--- config.mk ---
export PLATFORM = sky130hd
export DESIGN_NAME = csi_frame_capture_flat
export DESIGN_NICKNAME = d
export VERILOG_FILES = /design/src/rtl/csi_capture_pkg.sv /design/src/rtl/csi_frame_capture_if.sv /design/src/rtl/capture_addr_gen.sv /design/src/rtl/csi_frame_capture.sv /design/src/flat_wrapper.sv
export SDC_FILE = /design/constraint.sdc
export NUM_CORES = 1
export LEC_CHECK = 0
export BUFFER_PORTS_ARGS = -buffer_cell sky130_fd_sc_hd__buf_2
export CORE_MARGIN = 10
export CORE_UTILIZATION = 60
export DETAILED_ROUTE_END_ITERATION = 6
export PLACE_DENSITY = 0.92
export SYNTH_ARGS = -nofsm -noshare
export SYNTH_HDL_FRONTEND = slang
export SYNTH_SLANG_ARGS = --single-unit
--- constraint.sdc ---
create_clock -name clk -period 4.48 [get_ports clk]
set_clock_uncertainty 0.15 [all_clocks]
set_input_delay 0.224 -clock clk [delete_from_list [all_inputs] [get_ports clk]]
set_output_delay 0.224 -clock clk [all_outputs]
set_load 0.01 [all_outputs]
--- src/rtl/csi_capture_pkg.sv ---
// Shared definitions for the CSI frame-capture block.
//   cap_state_e      : capture FSM states
//   ERR_*            : bit positions inside the sticky err vector
//   rgb565_to_rgb332 : colour-depth reduction used on every buffer write
//   *_DEF            : default geometry (VGA) and buffer address width
package csi_capture_pkg;

  localparam int H_ACTIVE_DEF = 640;
  localparam int V_ACTIVE_DEF = 480;
  localparam int ADDR_W_DEF   = 18;

  typedef enum logic [1:0] {
    IDLE    = 2'd0,
    ARMED   = 2'd1,
    CAPTURE = 2'd2,
    DONE    = 2'd3
  } cap_state_e;

  localparam int ERR_WORD_OVF = 0;  // word beyond the end of a line
  localparam int ERR_LINE_OVF = 1;  // word on a line beyond the frame
  localparam int ERR_RESTART  = 2;  // frame_start seen mid-capture

  // Keep the top bits of each colour channel: R[15:13], G[10:8], B[4:3].
  function automatic logic [7:0] rgb565_to_rgb332(input logic [15:0] p);
    return {p[15:13], p[10:8], p[4:3]};
  endfunction

endpackage

--- src/rtl/csi_frame_capture_if.sv ---
// Pixel-stream and frame-buffer write bundle around csi_frame_capture.
//   master : camera decoder / unpacker side (drives sync + pixels, sees writes)
//   slave  : capture block (receives sync + pixels, drives buffer writes)
// Signals:
//   frame_start/frame_end/line_start/line_end : single-cycle sync pulses
//   pix_valid, pix_data[31:0]                 : two RGB565 pixels per word
//   wr_en, wr_addr[ADDR_W-1:0], wr_data[15:0] : one buffer word per strobe
interface csi_frame_capture_if
  import csi_capture_pkg::*;
#(
  parameter int ADDR_W = ADDR_W_DEF
);

  logic              frame_start;
  logic              frame_end;
  logic              line_start;
  logic              line_end;
  logic              pix_valid;
  logic [31:0]       pix_data;
  logic              wr_en;
  logic [ADDR_W-1:0] wr_addr;
  logic [15:0]       wr_data;

  modport master (
    output frame_start, frame_end, line_start, line_end, pix_valid, pix_data,
    input  wr_en, wr_addr, wr_data
  );

  modport slave (
    input  frame_start, frame_end, line_start, line_end, pix_valid, pix_data,
    output wr_en, wr_addr, wr_data
  );

endinterface

--- src/rtl/capture_addr_gen.sv ---
// Word/line position tracking and buffer address generation for one frame.
// Ports:
//   clk, rst     : clock, synchronous active-high reset
//   clear        : restart position at word 0 of line 0
//   en           : capture active; all other inputs ignored when low
//   pix_valid    : a pixel word is offered this cycle
//   line_start   : rewind x to the start of the current line
//   line_end     : advance to the next line (only if the line holds words)
//   accept       : offered word is to be written this cycle
//   wr_addr      : buffer address for the accepted word
//   ovf_word     : offered word dropped, line already full
//   ovf_line     : offered word dropped, frame already full
module capture_addr_gen
  import csi_capture_pkg::*;
#(
  parameter int H_ACTIVE = H_ACTIVE_DEF,
  parameter int V_ACTIVE = V_ACTIVE_DEF,
  parameter int ADDR_W   = ADDR_W_DEF
) (
  input  logic              clk,
  input  logic              rst,
  input  logic              clear,
  input  logic              en,
  input  logic              pix_valid,
  input  logic              line_start,
  input  logic              line_end,
  output logic              accept,
  output logic [ADDR_W-1:0] wr_addr,
  output logic              ovf_word,
  output logic              ovf_line
);

  localparam int WPL = H_ACTIVE / 2;
  localparam int X_W = $clog2(WPL + 1);
  localparam int Y_W = $clog2(V_ACTIVE + 1);

  localparam logic [X_W-1:0]    X_MAX     = X_W'(WPL);
  localparam logic [Y_W-1:0]    Y_MAX     = Y_W'(V_ACTIVE);
  localparam logic [ADDR_W-1:0] LINE_STEP = ADDR_W'(WPL);

  logic [X_W-1:0]    x_q, x_eff;
  logic [Y_W-1:0]    y_q;
  logic [ADDR_W-1:0] addr_q, base_q;  // base_q tracks y*WPL without a multiplier
  logic              x_full, y_full, line_adv;

  // NOTE: every signal written here gets a value on every path, so no latch
  // can be inferred.
  always_comb begin
    // A line_start in the same cycle as a word places that word at x=0.
    x_eff    = line_start ? '0 : x_q;
    wr_addr  = line_start ? base_q : addr_q;
    x_full   = (x_eff == X_MAX);
    y_full   = (y_q == Y_MAX);        // y saturates, so == is >=
    accept   = en && !clear && pix_valid && !x_full && !y_full;
    ovf_line = en && !clear && pix_valid && y_full;
    ovf_word = en && !clear && pix_valid && !y_full && x_full;
    // A word accepted together with line_end counts towards the line.
    line_adv = en && !clear && line_end && ((x_eff != '0) || accept);
  end

  // NOTE: state registers use non-blocking assignments so every register
  // samples the pre-edge values, independent of statement order.
  always_ff @(posedge clk) begin
    if (rst || clear) begin
      x_q    <= '0;
      y_q    <= '0;
      addr_q <= '0;
      base_q <= '0;
    end else if (line_adv) begin
      x_q <= '0;
      if (!y_full) begin
        y_q    <= y_q + Y_W'(1);
        base_q <= base_q + LINE_STEP;
        addr_q <= base_q + LINE_STEP;
      end
    end else if (accept) begin
      x_q    <= x_eff + X_W'(1);
      addr_q <= wr_addr + ADDR_W'(1);
    end else if (en && line_start) begin
      x_q    <= '0;
      addr_q <= base_q;
    end
  end

endmodule

--- src/rtl/csi_frame_capture.sv ---
// Single-shot frame capture between the RGB565 unpacker and the frame buffer.
// An arm request waits for the next frame_start, then every accepted word is
// reduced to two RGB332 bytes and written one cycle later as a 16-bit word.
// Ports:
//   clk, rst     : pixel clock, synchronous active-high reset
//   arm          : single-cycle capture request (honoured only when idle)
//   bus          : slave side of csi_frame_capture_if (sync, pixels, writes)
//   busy         : capture armed or in progress
//   done         : single-cycle pulse when a capture completes
//   frame_count  : completed captures, wraps at 16 bits
//   err          : sticky {restart, line overflow, word overflow}
module csi_frame_capture
  import csi_capture_pkg::*;
#(
  parameter int H_ACTIVE = H_ACTIVE_DEF,
  parameter int V_ACTIVE = V_ACTIVE_DEF,
  parameter int ADDR_W   = ADDR_W_DEF
) (
  input  logic                      clk,
  input  logic                      rst,
  input  logic                      arm,
  csi_frame_capture_if.slave        bus,
  output logic                      busy,
  output logic                      done,
  output logic [15:0]               frame_count,
  output logic [2:0]                err
);

  cap_state_e        state, state_nxt;
  logic              cap_en, cnt_clear, restart, arm_take;
  logic              accept, ovf_word, ovf_line;
  logic [ADDR_W-1:0] addr_cur;

  always_ff @(posedge clk) begin
    if (rst) state <= IDLE;
    else     state <= state_nxt;
  end

  always_comb begin
    state_nxt = state;
    unique case (state)
      IDLE:    if (arm)             state_nxt = ARMED;
      ARMED:   if (bus.frame_start) state_nxt = CAPTURE;
      CAPTURE: if (bus.frame_end)   state_nxt = DONE;
      DONE:                         state_nxt = IDLE;
      default:                      state_nxt = IDLE;
    endcase
  end

  always_comb begin
    busy      = 1'b0;
    done      = 1'b0;
    cap_en    = 1'b0;
    cnt_clear = 1'b0;
    restart   = 1'b0;
    arm_take  = 1'b0;
    unique case (state)
      IDLE:    arm_take = arm;
      ARMED: begin
        busy      = 1'b1;
        cnt_clear = bus.frame_start;
      end
      CAPTURE: begin
        busy      = 1'b1;
        cap_en    = 1'b1;
        cnt_clear = bus.frame_start;  // partial frame is overwritten from 0
        restart   = bus.frame_start;
      end
      DONE:    done = 1'b1;
      default: ;
    endcase
  end

  capture_addr_gen #(
    .H_ACTIVE (H_ACTIVE),
    .V_ACTIVE (V_ACTIVE),
    .ADDR_W   (ADDR_W)
  ) u_addr_gen (
    .clk        (clk),
    .rst        (rst),
    .clear      (cnt_clear),
    .en         (cap_en),
    .pix_valid  (bus.pix_valid),
    .line_start (bus.line_start),
    .line_end   (bus.line_end),
    .accept     (accept),
    .wr_addr    (addr_cur),
    .ovf_word   (ovf_word),
    .ovf_line   (ovf_line)
  );

  always_ff @(posedge clk) begin
    if (rst) begin
      bus.wr_en   <= 1'b0;
      bus.wr_addr <= '0;
      bus.wr_data <= '0;
      frame_count <= '0;
      err         <= '0;
    end else begin
      bus.wr_en <= accept;
      if (accept) begin
        bus.wr_addr <= addr_cur;
        bus.wr_data <= {rgb565_to_rgb332(bus.pix_data[31:16]),
                        rgb565_to_rgb332(bus.pix_data[15:0])};
      end
      if (state == DONE) frame_count <= frame_count + 16'd1;
      if (arm_take) begin
        err <= '0;
      end else begin
        if (ovf_word) err[ERR_WORD_OVF] <= 1'b1;
        if (ovf_line) err[ERR_LINE_OVF] <= 1'b1;
        if (restart)  err[ERR_RESTART]  <= 1'b1;
      end
    end
  end

endmodule
--- src/flat_wrapper.sv ---
// flat-port wrapper written by rule: the top's interface ports become plain ports
module csi_frame_capture_flat import csi_capture_pkg::*;
#(
  parameter int H_ACTIVE = H_ACTIVE_DEF,
  parameter int V_ACTIVE = V_ACTIVE_DEF,
  parameter int ADDR_W   = ADDR_W_DEF
)
  (clk, rst, arm, busy, done, frame_count, err, bus_frame_start, bus_frame_end, bus_line_start, bus_line_end, bus_pix_valid, bus_pix_data, bus_wr_en, bus_wr_addr, bus_wr_data);
  csi_frame_capture_if #(.ADDR_W(ADDR_W)) bus_i ();
  input  logic clk;
  input  logic rst;
  input  logic arm;
  output logic busy;
  output logic done;
  output logic [15:0] frame_count;
  output logic [2:0] err;
  input wire logic [$bits(bus_i.frame_start)-1:0] bus_frame_start;
  input wire logic [$bits(bus_i.frame_end)-1:0] bus_frame_end;
  input wire logic [$bits(bus_i.line_start)-1:0] bus_line_start;
  input wire logic [$bits(bus_i.line_end)-1:0] bus_line_end;
  input wire logic [$bits(bus_i.pix_valid)-1:0] bus_pix_valid;
  input wire logic [$bits(bus_i.pix_data)-1:0] bus_pix_data;
  output wire logic [$bits(bus_i.wr_en)-1:0] bus_wr_en;
  output wire logic [$bits(bus_i.wr_addr)-1:0] bus_wr_addr;
  output wire logic [$bits(bus_i.wr_data)-1:0] bus_wr_data;
  assign bus_i.frame_start = bus_frame_start;
  assign bus_i.frame_end = bus_frame_end;
  assign bus_i.line_start = bus_line_start;
  assign bus_i.line_end = bus_line_end;
  assign bus_i.pix_valid = bus_pix_valid;
  assign bus_i.pix_data = bus_pix_data;
  assign bus_wr_en = bus_i.wr_en;
  assign bus_wr_addr = bus_i.wr_addr;
  assign bus_wr_data = bus_i.wr_data;
  csi_frame_capture #(.H_ACTIVE(H_ACTIVE), .V_ACTIVE(V_ACTIVE), .ADDR_W(ADDR_W)) u_core (.clk(clk), .rst(rst), .arm(arm), .bus(bus_i), .busy(busy), .done(done), .frame_count(frame_count), .err(err));
endmodule
==> results.yml, run 1 <==
worst_setup_path:
  cp-end-kind: "register"
  cp_data_required_time_ns: 4.62
  timing.critical_path.max_delay_family: "compound AO/OA/AOI/OAI gates"
  rr_startpoint: "u_core.state[0]$_SDFFE_PP0P_"
  timing.critical_path.slowest_stage_cell: "sky130_fd_sc_hd__a21oi_1"
  cp_num_buf_inv: 1
  timing.critical_path.cells: "inv_1 -> ha_1 -> nor2b_1 -> and2_1 -> and3_1 -> a21oi_2 -> a21oi_1 -> a21oi_1 -> a311oi_1"
  path_max_fanout: 10
  timing.critical_path.mode_cell: "sky130_fd_sc_hd__a21oi_1"
  crit_path_max_incr_delay_ns: 0.73
  setup.worst_path.start: "u_core.state[0]$_SDFFE_PP0P_"
  crit_path_start_kind: "register"
  worst-endpoint-arrival_ns: 3.38
  timing.setup.critical_path_class: "reg -> reg"
sta:
  final_period_minus_worst_setup_slack_ns: 3.24
  fin_tns_setup_ns: 0
  worst-slew-pin-transition_ns: 1.05
  timing.final.setup_violations: 0
  worst_slew_margin_rel_pct: 30.3
  finalMaxSlewViolations: 0
  finalHoldViolCount: 0
  grt_setup_unrepaired: "false"
  final.period_utilization_pct: 72.3
  clock.fmax_mhz: 309
detailed_routing:
  drc: 0
  wl_mm: 15.2
  first_pass_iters: 5
  route.detailed.vias_per_inst: 6.32
  ant_nets: 0
  drt_iter0_drc: 933
  vias: 5148
  post_drt_wl_per_cell_um: 18.6
clock_network:
  tritoncts_num_sinks: 104
  clk-insertion-delay-late_ns: 0.39
  cts_tree: "built"
  root_buffer: "sky130_fd_sc_hd__clkbuf_8"
  cts_max_level: 3
  tritoncts.num_buffers: 9
  cts.repair.resized: 0
  cts_max_path_buffers: 2
  cts.reportedPaths.clkPinSlew_ns: 0.11
yosys:
  number_of_distinct_standard_cells_referenced_by_the_synthesized_netlist: 59
  synthesis.area_per_instance_um2: 8.10
  synth-main-ff-cell: "sky130_fd_sc_hd__dfxtp_1"
  synthMostInstantiatedCell: "sky130_fd_sc_hd__dfxtp_1"
  synth_top_cells_by_area: "sky130_fd_sc_hd__dfxtp_1, sky130_fd_sc_hd__nand2_1, sky130_fd_sc_hd__a21oi_1, sky130_fd_sc_hd__nor2_1, sky130_fd_sc_hd__xor2_1"
  synth_enable_flop_cells: 0
  synthDominantCellAreaShare_pct: 40.7
  postSynthRegisterBits: 104
  synth_fp_nets: 682
  netlist_top_cells_count: "sky130_fd_sc_hd__dfxtp_1, sky130_fd_sc_hd__nand2_1, sky130_fd_sc_hd__nor2_1"
  ys_seq_area_share_pct: 40.7
  netlist_area_mm2: 0.00511
  synthArstFlopShare_pct: 0
  postSynthCellCount: 631
  netlist.top_cell.by_area: "sky130_fd_sc_hd__dfxtp_1"
  yosysWarningCount: 0
placement:
  io_buffers: 79
  gp_routability_congestion: 0.910
  dp_hpwl_mm: 9.35
power_and_ir_drop:
  p_sw_mw: 0.747
  seq_power_share_pct: 48.3
  power.switching_fraction_pct: 34.4
  internal_power_mw: 1.42
  power_frac_comb_pct: 21.8
  power-per-cell-area_mw_per_mm2: 370
  p_clk_share_pct: 30.0
  worst_vdd_rail_ir_drop_v: 0.000186
  power.static_leakage_nw: 2.23
status:
  status: "completed"
run:
  drv_cap: 0
floorplanning:
  die_width_um: 112
  fp.dieArea_mm2: 0.0126
  floorplan.core_area_mm2: 0.00826
  floorplan.die.height_um: 112
  fp-row-count: 33
  design.portCount: 96
  initial_core_util_pct: 61.9
layout:
  num_antenna_cells: 0
  final_core_util_pct: 71.1
  drive_gt1_share_pct: 15.9
  areaGrowthSynthToFinish_pct: 14.9
  num-nets-final: 756
worst_hold_path:
  worstHoldPathType: "in -> reg"
  holdCritStartpoint: "arm"
global_route:
  gr_overflow_total: 0
  first_global_vias: 4819
  track_usage_pct: 23.1
  grt_start_max_net_pins: 57
  initial_antenna_violation_count: 0
  grt_pass1_wl_mm: 24.6
-- cell type report --
class,instances,area (um^2)
clock inverter,7,95.1
tap,105,131
sequential,104,2080
multi-input combinational,475,2790
clock buffer,9,124
inverter,16,60.1
fill,542,2390
timing repair buffer,99,586
-- what timing repair did --
| item | in CTS | in global routing |
|---|---|---|
| hold buffers | 16 | 0 |
| endpoints found under the hold margin | 16 | 0 |
| setup buffers | 0 | 0 |
-- cells by family after synthesis --
family          Yosys count  synth area share [%]
compound gates          147                  17.9
buf+inv                  52                  4.58
flops                   104                  40.7
fa+ha+maj                11                  2.69
mux                      15                  2.96
xor+xnor                 36                  6.17
simple gates            266                  24.9
-- registers in the layout (all words and copies together) (netlist names) --
register                  count
u_core.u_addr_gen.base_q     12
u_core.bus.wr_addr           18
u_core.state                  2
u_core.u_addr_gen.x_q         9
u_core.bus.wr_data           16
u_core.u_addr_gen.addr_q     18
u_core.err                    3
u_core.bus.wr_en              1
u_core.frame_count           16
u_core.u_addr_gen.y_q         9
-- worst reg2reg max path, stage by stage, from the launching register on --
cell and delay (ns):
sky130_fd_sc_hd__dfxtp_1 0.36, sky130_fd_sc_hd__inv_1 0.11, sky130_fd_sc_hd__ha_1 0.44, sky130_fd_sc_hd__nor2b_1 0.35, sky130_fd_sc_hd__and2_1 0.28, sky130_fd_sc_hd__and3_1 0.24, sky130_fd_sc_hd__a21oi_2 0.09, sky130_fd_sc_hd__a21oi_1 0.73
sky130_fd_sc_hd__a21oi_1 0.14, sky130_fd_sc_hd__a311oi_1 0.26
-- power groups by stage --
stage	registers (mW)	clock network, mW	logic, mW
final	1.05	0.650	0.472
after global routing	1.05	0.690	0.512
after CTS	1.04	0.639	0.457
after detailed placement	1.06	0	0.436
after global placement	1.06	0	0.411
after floorplan	1.06	0	0.300
-- placed cells by master, fill, tap and decap left out, types with 13 or more instances in the layout --
| master | instances |
|---|---|
| sky130_fd_sc_hd__o21ai_0 | 29 |
| sky130_fd_sc_hd__dlygate4sd3_1 | 16 |
| sky130_fd_sc_hd__inv_1 | 16 |
| sky130_fd_sc_hd__nand2_1 | 85 |
| sky130_fd_sc_hd__or3_1 | 13 |
| sky130_fd_sc_hd__xor2_1 | 23 |
| sky130_fd_sc_hd__nor2_1 | 73 |
| sky130_fd_sc_hd__dfxtp_1 | 104 |
| sky130_fd_sc_hd__nand3_1 | 18 |
| sky130_fd_sc_hd__a211oi_1 | 14 |
| sky130_fd_sc_hd__mux2i_1 | 14 |
| sky130_fd_sc_hd__a21oi_1 | 55 |
| sky130_fd_sc_hd__nor3_1 | 14 |
| sky130_fd_sc_hd__nand4_1 | 13 |
| sky130_fd_sc_hd__buf_2 | 79 |
| sky130_fd_sc_hd__xnor2_1 | 13 |
-- through the flow --
step / area [um^2] / setup slack, ns / hold slack [ns] / std cells / power [mW]
finish: 5870 / 1.24 / 0.0742 / 815 / 2.17
global route: 5870 / 1.03 / 0.0796 / 815 / 2.26
CTS: 5870 / 1.37 / 0.0483 / 815 / 2.14
detailed placement: 5490 / 1.35 / 0.294 / 783 / 1.50
global placement: 5490 / 1.43 / 0.288 / 783 / 1.47
floorplan: 5110 / 1.90 / 0.210 / 631 / 1.36
-- layer usage --
layer | vias to the layer above | track usage [%] | routed length (um)
li1 | 2374 | - | -
met1 | 2401 | 27.0 | 6020
met2 | 311 | 38.8 | 7260
met3 | 62 | 5.86 | 1350
met4 | 0 | 10.9 | 537
met5 | - | 0 | 0
-- final timing paths --
| kind | endpoint | slack (ns) | depth (start not counted) |
|---|---|---|---|
| min reg2reg | u_core.bus.wr_addr[2]$_SDFFE_PP0N_ | 0.31 | 2 |
| max reg2reg | u_core.u_addr_gen.addr_q[13]$_SDFFE_PP0P_ | 1.24 | 9 |
| min | u_core.err[0]$_SDFFE_PP0P_ | 0.07 | 3 |
| max | u_core.u_addr_gen.addr_q[13]$_SDFFE_PP0P_ | 1.24 | 9 |
(Power assumes the default switching activity.)
==> run 2: changes to the inputs <==
- CORE_UTILIZATION: 60 -> 50
- PLACE_DENSITY: 0.92 -> 0.83
- clock period: 4.48 -> 2.8 ns (I/O delays scaled with it)
==> results.yml, run 2 (same netlist as run 1, synthesis figures left out) <==
floorplanning:
  design.portCount: 96
  initial_core_util_pct: 51.8
  floorplan.die.height_um: 121
  fp.dieArea_mm2: 0.0147
  fp-row-count: 36
  floorplan.core_area_mm2: 0.00986
  die_width_um: 121
clock_network:
  tritoncts.num_buffers: 9
  root_buffer: "sky130_fd_sc_hd__clkbuf_8"
  cts_max_path_buffers: 2
  cts.reportedPaths.clkPinSlew_ns: 0.10
  clk-insertion-delay-late_ns: 0.38
  cts_max_level: 3
  cts_tree: "built"
  tritoncts_num_sinks: 104
layout:
  final_common_cell: "sky130_fd_sc_hd__dfxtp_1"
  multi_input_area_mm2: 0.00281
  area_of_all_sequential_standard_cells_mm2: 0.00208
  num-nets-final: 776
  areaGrowthSynthToFinish_pct: 19.0
  layout.cells.most_common_list: "sky130_fd_sc_hd__dfxtp_1, sky130_fd_sc_hd__nand2_1, sky130_fd_sc_hd__buf_2, sky130_fd_sc_hd__nor2_1, sky130_fd_sc_hd__a21oi_1"
  reg.largest.list: "u_core.bus.wr_addr x18, u_core.u_addr_gen.addr_q x18"
  drive_gt1_share_pct: 18.4
  layout.filler_cells: 827
sta:
  timing.final.setup_violations: 0
  finalMaxSlewViolations: 0
  worst-slew-pin-transition_ns: 0.780
  fin_tns_setup_ns: 0
  final.period_utilization_pct: 94.8
  worst_slew_margin_rel_pct: 48.0
  finalHoldViolCount: 0
  final_period_minus_worst_setup_slack_ns: 2.65
  clock.fmax_mhz: 377
  grt_setup_unrepaired: "false"
placement:
  gp_routability_congestion: 0.901
  io_buffers: 79
  dp_hpwl_mm: 9.78
detailed_routing:
  vias: 4934
  route.detailed.vias_per_inst: 5.71
  met2RoutedLength_mm: 6.46
  route.top_layer_used: "met4"
  wl_mm: 13.7
  first_pass_iters: 6
  met3RoutedLength_mm: 1.16
  post_drt_wl_per_cell_um: 15.9
  wirelength_met1_mm: 5.83
  ant_nets: 0
  drc: 0
  drt_iter0_drc: 479
worst_setup_path:
  crit_path_max_incr_delay_ns: 0.49
  cp_data_required_time_ns: 2.90
  crit_path_start_kind: "register"
  timing.critical_path.slowest_stage_cell: "sky130_fd_sc_hd__or3_1"
  path_max_fanout: 20
  rr_startpoint: "u_core.u_addr_gen.y_q[2]$_SDFFE_PP0P_"
  timing.critical_path.cells: "or3_1 -> or3_1 -> or3_4 -> nand3_2 -> nor2_1 -> a221oi_1 -> nor2_1"
  worst-r2r-setup-slack_ns: 0.15
  worst-r2r-cell-count: 7
  worst-endpoint-arrival_ns: 2.75
  reg2reg_to: "u_core.u_addr_gen.addr_q[15]$_SDFFE_PP0P_"
  timing.setup.critical_path_class: "reg -> reg"
  cp-end-kind: "register"
  timing.critical_path.max_delay_family: "simple AND/OR/NAND/NOR gates"
  cp_num_buf_inv: 0
global_route:
  grt_start_max_net_pins: 44
  first_global_vias: 4686
  grt_pass1_wl_mm: 22.4
  gr_overflow_total: 0
  initial_antenna_violation_count: 1
  track_usage_pct: 18.3
power_and_ir_drop:
  pwr_total_mw: 3.45
  power-per-cell-area_mw_per_mm2: 567
  worst_vdd_rail_ir_drop_v: 0.000287
  power.static_leakage_nw: 2.32
worst_hold_path:
  worstHoldPathType: "in -> reg"
  cells_on_worst_hold_path: 2
  min_to: "u_core.frame_count[3]$_SDFFE_PP0P_"
  holdCritStartpoint: "rst"
status:
  status: "completed"
run:
  drv_cap: 0
==> run 2: power by group <==
part / internal [mW] / switching [mW]
logic: 0.305 / 0.479
registers: 1.58 / 0.0951
clock network: 0.432 / 0.560
total: 2.31 / 1.13
==> run 2: what timing repair did <==
action | 4_1_cts | 5_1_grt
hold buffers | 18 | 0
gates resized for setup | 0 | 3
hold endpoints to repair | 19 | 0
endpoints found under the setup margin | 0 | 10
buffers inserted | 0 | 0
==> run 2: how the worst max path moves through the flow <==
stage,start,to,slack [ns],cells after the start
2_1_floorplan,bus_line_start,u_core.u_addr_gen.addr_q[15]$_SDFFE_PP0P_,0.30,11
3_3_place_gp,bus_line_start,u_core.u_addr_gen.addr_q[13]$_SDFFE_PP0P_,0.21,10
3_5_place_dp,u_core.state[0]$_SDFFE_PP0P_,u_core.u_addr_gen.addr_q[13]$_SDFFE_PP0P_,0.16,9
4_1_cts,u_core.state[0]$_SDFFE_PP0P_,u_core.u_addr_gen.addr_q[13]$_SDFFE_PP0P_,0.13,9
5_1_grt,u_core.u_addr_gen.y_q[2]$_SDFFE_PP0P_,u_core.u_addr_gen.addr_q[15]$_SDFFE_PP0P_,0.003,7
6_report,u_core.u_addr_gen.y_q[2]$_SDFFE_PP0P_,u_core.u_addr_gen.addr_q[15]$_SDFFE_PP0P_,0.15,7
==> run 2: routing by layer <==
metal | GRT usage (%) | vias to the layer above
met4 | 8.14 | 0
met3 | 3.91 | 24
met2 | 30.9 | 199
met5 | 0 | -
met1 | 21.9 | 2298
li1 | - | 2413
==> run 2: worst register-to-register path, cell delays in order, from the launching register on <==
cell,delay [ns]
sky130_fd_sc_hd__dfxtp_1,0.36
sky130_fd_sc_hd__or3_1,0.37
sky130_fd_sc_hd__or3_1,0.49
sky130_fd_sc_hd__or3_4,0.48
sky130_fd_sc_hd__nand3_2,0.30
sky130_fd_sc_hd__nor2_1,0.09
sky130_fd_sc_hd__a221oi_1,0.21
sky130_fd_sc_hd__nor2_1,0.07
==> run 2: layout make-up <==
type	instances	area share (%)
Clock inverter	7	1.40
Antenna cell	1	0.0411
Tap cell	133	2.74
Inverter	16	0.987
Sequential cell	104	34.2
Multi-Input combinational cell	475	46.2
Clock buffer	9	2.04
Timing Repair Buffer	119	12.4
==> run 2: metrics by stage <==
stage                     util (%)  std cells  hold WS (ns)  instance area [um^2]  setup WS (ns)
final                         61.7        864        0.0180                  6080          0.146
after global routing          61.7        864        0.0337                  6080        0.00253
after CTS                     61.5        863        0.0161                  6070          0.129
after detailed placement      57.5        829         0.236                  5680          0.156
after global placement        57.5        829         0.230                  5680          0.207
after floorplan                  -        631         0.126                  5110          0.299
==> run 3: changes to the inputs <==
- ABC_AREA: unset -> 1
- CORE_UTILIZATION: 50 -> 51
- CTS_CLUSTER_SIZE: unset -> 20
- PLACE_DENSITY: 0.83 -> 0.84
==> results.yml, run 3 <==
status:
  status: "completed"
yosys:
  synth_fp_nets: 849
  postSynthCellCount: 798
  netlist_top_cells_count: "sky130_fd_sc_hd__nand2_1, sky130_fd_sc_hd__nor2_1, sky130_fd_sc_hd__dfxtp_1"
  synth_enable_flop_cells: 0
  synth_top_cells_by_area: "sky130_fd_sc_hd__dfxtp_1, sky130_fd_sc_hd__nand2_1, sky130_fd_sc_hd__nor2_1, sky130_fd_sc_hd__o21ai_0, sky130_fd_sc_hd__a21oi_1"
  postSynthRegisterBits: 104
  ys_seq_area_share_pct: 38.5
  post_synth_simple_gate_area_pct: 30.4
  synthesis.area_per_instance_um2: 6.78
  synthMostInstantiatedCell: "sky130_fd_sc_hd__nand2_1"
  yosysWarningCount: 0
  netlist.top_cell.by_area: "sky130_fd_sc_hd__dfxtp_1"
  synth-main-ff-cell: "sky130_fd_sc_hd__dfxtp_1"
  synth_xor_area_share_pct: 2.75
  netlist_area_mm2: 0.00541
  synth.area.mux_share_pct: 0.185
  synth_compound_area_share_pct: 16.2
  synthDominantCellAreaShare_pct: 38.5
  synthArstFlopShare_pct: 0
  combinational_family_with_the_most_area_after_synthesis: "simple AND/OR/NAND/NOR gates"
  number_of_distinct_standard_cells_referenced_by_the_synthesized_netlist: 38
  synth_adder_area_share_pct: 2.54
layout:
  num_antenna_cells: 0
  final_common_cell: "sky130_fd_sc_hd__nand2_1"
  drive_gt1_share_pct: 14.5
  reg.largest.list: "u_core.bus.wr_addr x18, u_core.u_addr_gen.addr_q x18"
  num-nets-final: 937
  design_area_mm2: 0.00625
  layout.filler_cells: 916
  layout.cells.most_common_list: "sky130_fd_sc_hd__nand2_1, sky130_fd_sc_hd__nor2_1, sky130_fd_sc_hd__dfxtp_1, sky130_fd_sc_hd__inv_1, sky130_fd_sc_hd__buf_2"
  final_core_util_pct: 60.6
  areaGrowthSynthToFinish_pct: 15.5
  instances_no_fill: 1027
detailed_routing:
  first_pass_iters: 6
  drt_iter0_drc: 574
  route.detailed.vias_per_inst: 5.22
  vias: 5366
  wl_mm: 14.2
  ant_nets: 0
  post_drt_wl_per_cell_um: 13.8
  drc: 0
sta:
  clock.fmax_mhz: 412
  grt_setup_unrepaired: "false"
  finalMaxSlewViolations: 0
  final_period_minus_worst_setup_slack_ns: 2.43
  worst_hold_slack_ns: 0.0131
  worst-slew-pin-transition_ns: 0.879
  finalHoldViolCount: 0
  setup_slack_ns: 0.374
  fin_tns_setup_ns: 0
  final.period_utilization_pct: 86.6
  worst_slew_margin_rel_pct: 41.4
  timing.final.setup_violations: 0
clock_network:
  cts_max_path_buffers: 2
  tritoncts_num_sinks: 104
  cts.reportedPaths.clkPinSlew_ns: 0.10
  cts_max_level: 3
  clk-insertion-delay-late_ns: 0.37
  cts_tree: "built"
  tritoncts.num_buffers: 9
  post_cts.repair.setup_buffers: 0
  root_buffer: "sky130_fd_sc_hd__clkbuf_8"
global_route:
  initial_antenna_violation_count: 0
  track_usage_pct: 18.3
  grt_pass1_wl_mm: 23.2
  grt_start_max_net_pins: 44
  gr_overflow_total: 0
  first_global_vias: 4884
placement:
  dp_cells: 992
  dp_hpwl_mm: 9.83
  io_buffers: 79
  place_ws_ns: 0.387
  gp_routability_congestion: 0.974
  placement.cell_area_mm2: 0.00588
run:
  drv_cap: 0
worst_setup_path:
  cp-end-kind: "register"
  timing.critical_path.max_delay_family: "simple AND/OR/NAND/NOR gates"
  worst-endpoint-arrival_ns: 2.57
  crit_path_max_incr_delay_ns: 0.38
  path_max_fanout: 21
  timing.critical_path.slowest_stage_cell: "sky130_fd_sc_hd__dfxtp_1"
  crit_path_start_kind: "register"
  timing.critical_path.mode_cell: "sky130_fd_sc_hd__nand2_4"
  cp_data_required_time_ns: 2.95
  cp_num_buf_inv: 3
  timing.critical_path.cells: "inv_1 -> ha_1 -> nand2_1 -> inv_1 -> nand2_1 -> nor2_1 -> nor2_1 -> nand2_4 -> nand2_4 -> nand2_4 -> nand2_4 -> nand2_4 -> inv_2 -> nand2_1 -> a21oi_1"
  timing.setup.critical_path_class: "reg -> reg"
power_and_ir_drop:
  power-per-cell-area_mw_per_mm2: 546
  power.static_leakage_nw: 2.62
  pwr_total_mw: 3.42
  worst_vdd_rail_ir_drop_v: 0.000288
floorplanning:
  floorplan.die.height_um: 123
  die_width_um: 123
  design.portCount: 96
  initial_core_util_pct: 52.4
  fp.dieArea_mm2: 0.0151
  fp-row-count: 37
  floorplan.core_area_mm2: 0.0103
worst_hold_path:
  worstHoldPathType: "in -> reg"
## run 3: changes by cell type in the layout (fill, tap and decap cells not counted), sizes merged, moves of 7 or more
cell / previous run / this run
buf: 101 / 89
or3: 14 / 0
mux2i: 14 / 1
nor2b: 9 / 0
nand3: 19 / 40
o21ai: 31 / 87
a31oi: 7 / 0
xnor2: 13 / 4
nand2: 87 / 169
xor2: 23 / 13
nor2: 73 / 136
inv: 20 / 87
## run 3: worst paths after layout
path	from	to	slack [ns]	depth (start not counted)
hold / removal	rst	u_core.bus.wr_en$_SDFF_PP0_	0.01	2
hold reg to reg	u_core.err[1]$_SDFFE_PP0P_	u_core.err[1]$_SDFFE_PP0P_	0.30	2
setup reg to reg	u_core.u_addr_gen.y_q[0]$_SDFFE_PP0P_	u_core.u_addr_gen.addr_q[4]$_SDFFE_PP0P_	0.37	15
setup / recovery	u_core.u_addr_gen.y_q[0]$_SDFFE_PP0P_	u_core.u_addr_gen.addr_q[4]$_SDFFE_PP0P_	0.37	15
## run 3: power by group
group / switching [mW] / internal, mW
logic: 0.549 / 0.282
registers: 0.0721 / 1.60
clock network: 0.501 / 0.411
## run 3: cells by family (layout without fill, tap and decap cells)
group,Yosys count,in the layout
xor+xnor,17,17
fa+ha+maj,11,11
flops,104,104
mux,1,1
buf+inv,118,211
compound gates,166,166
simple gates,381,381
## run 3: cell type report
type                       count  area [um^2]  share of cell area, %
tap                          136          170                   2.72
clock buffer                  12          135                   2.16
inverter                      87          329                   5.26
sequential                   104         2080                   33.3
timing repair buffer         108          673                   10.8
multi-input combinational    576         2820                   45.1
clock inverter                 4         45.0                  0.720
## run 3: worst register-to-register path: cells and delay by family (launching register included)
family,cells,cell delay (ns)
and+or+nand+nor,10,1.14
DFF,1,0.38
adders and majority gates,1,0.22
buffers and inverters,3,0.33
AOI/OAI and AO/OA,1,0.13
## run 3: per-layer routing
| metal | vias up | GRT usage (%) | share of wire (%) |
|---|---|---|---|
| met3 | 14 | 3.51 | 8.9 |
| met4 | 0 | 5.17 | 1.1 |
| met2 | 185 | 30.6 | 46 |
| met1 | 2410 | 23.7 | 44 |
| met5 | - | 0 | 0 |
| li1 | 2757 | - | - |
## run 3: what timing repair did
item,CTS,global route
setup endpoints to repair,0,0
hold buffers,19,0
endpoints found under the hold margin,19,0
gates resized for setup,0,0
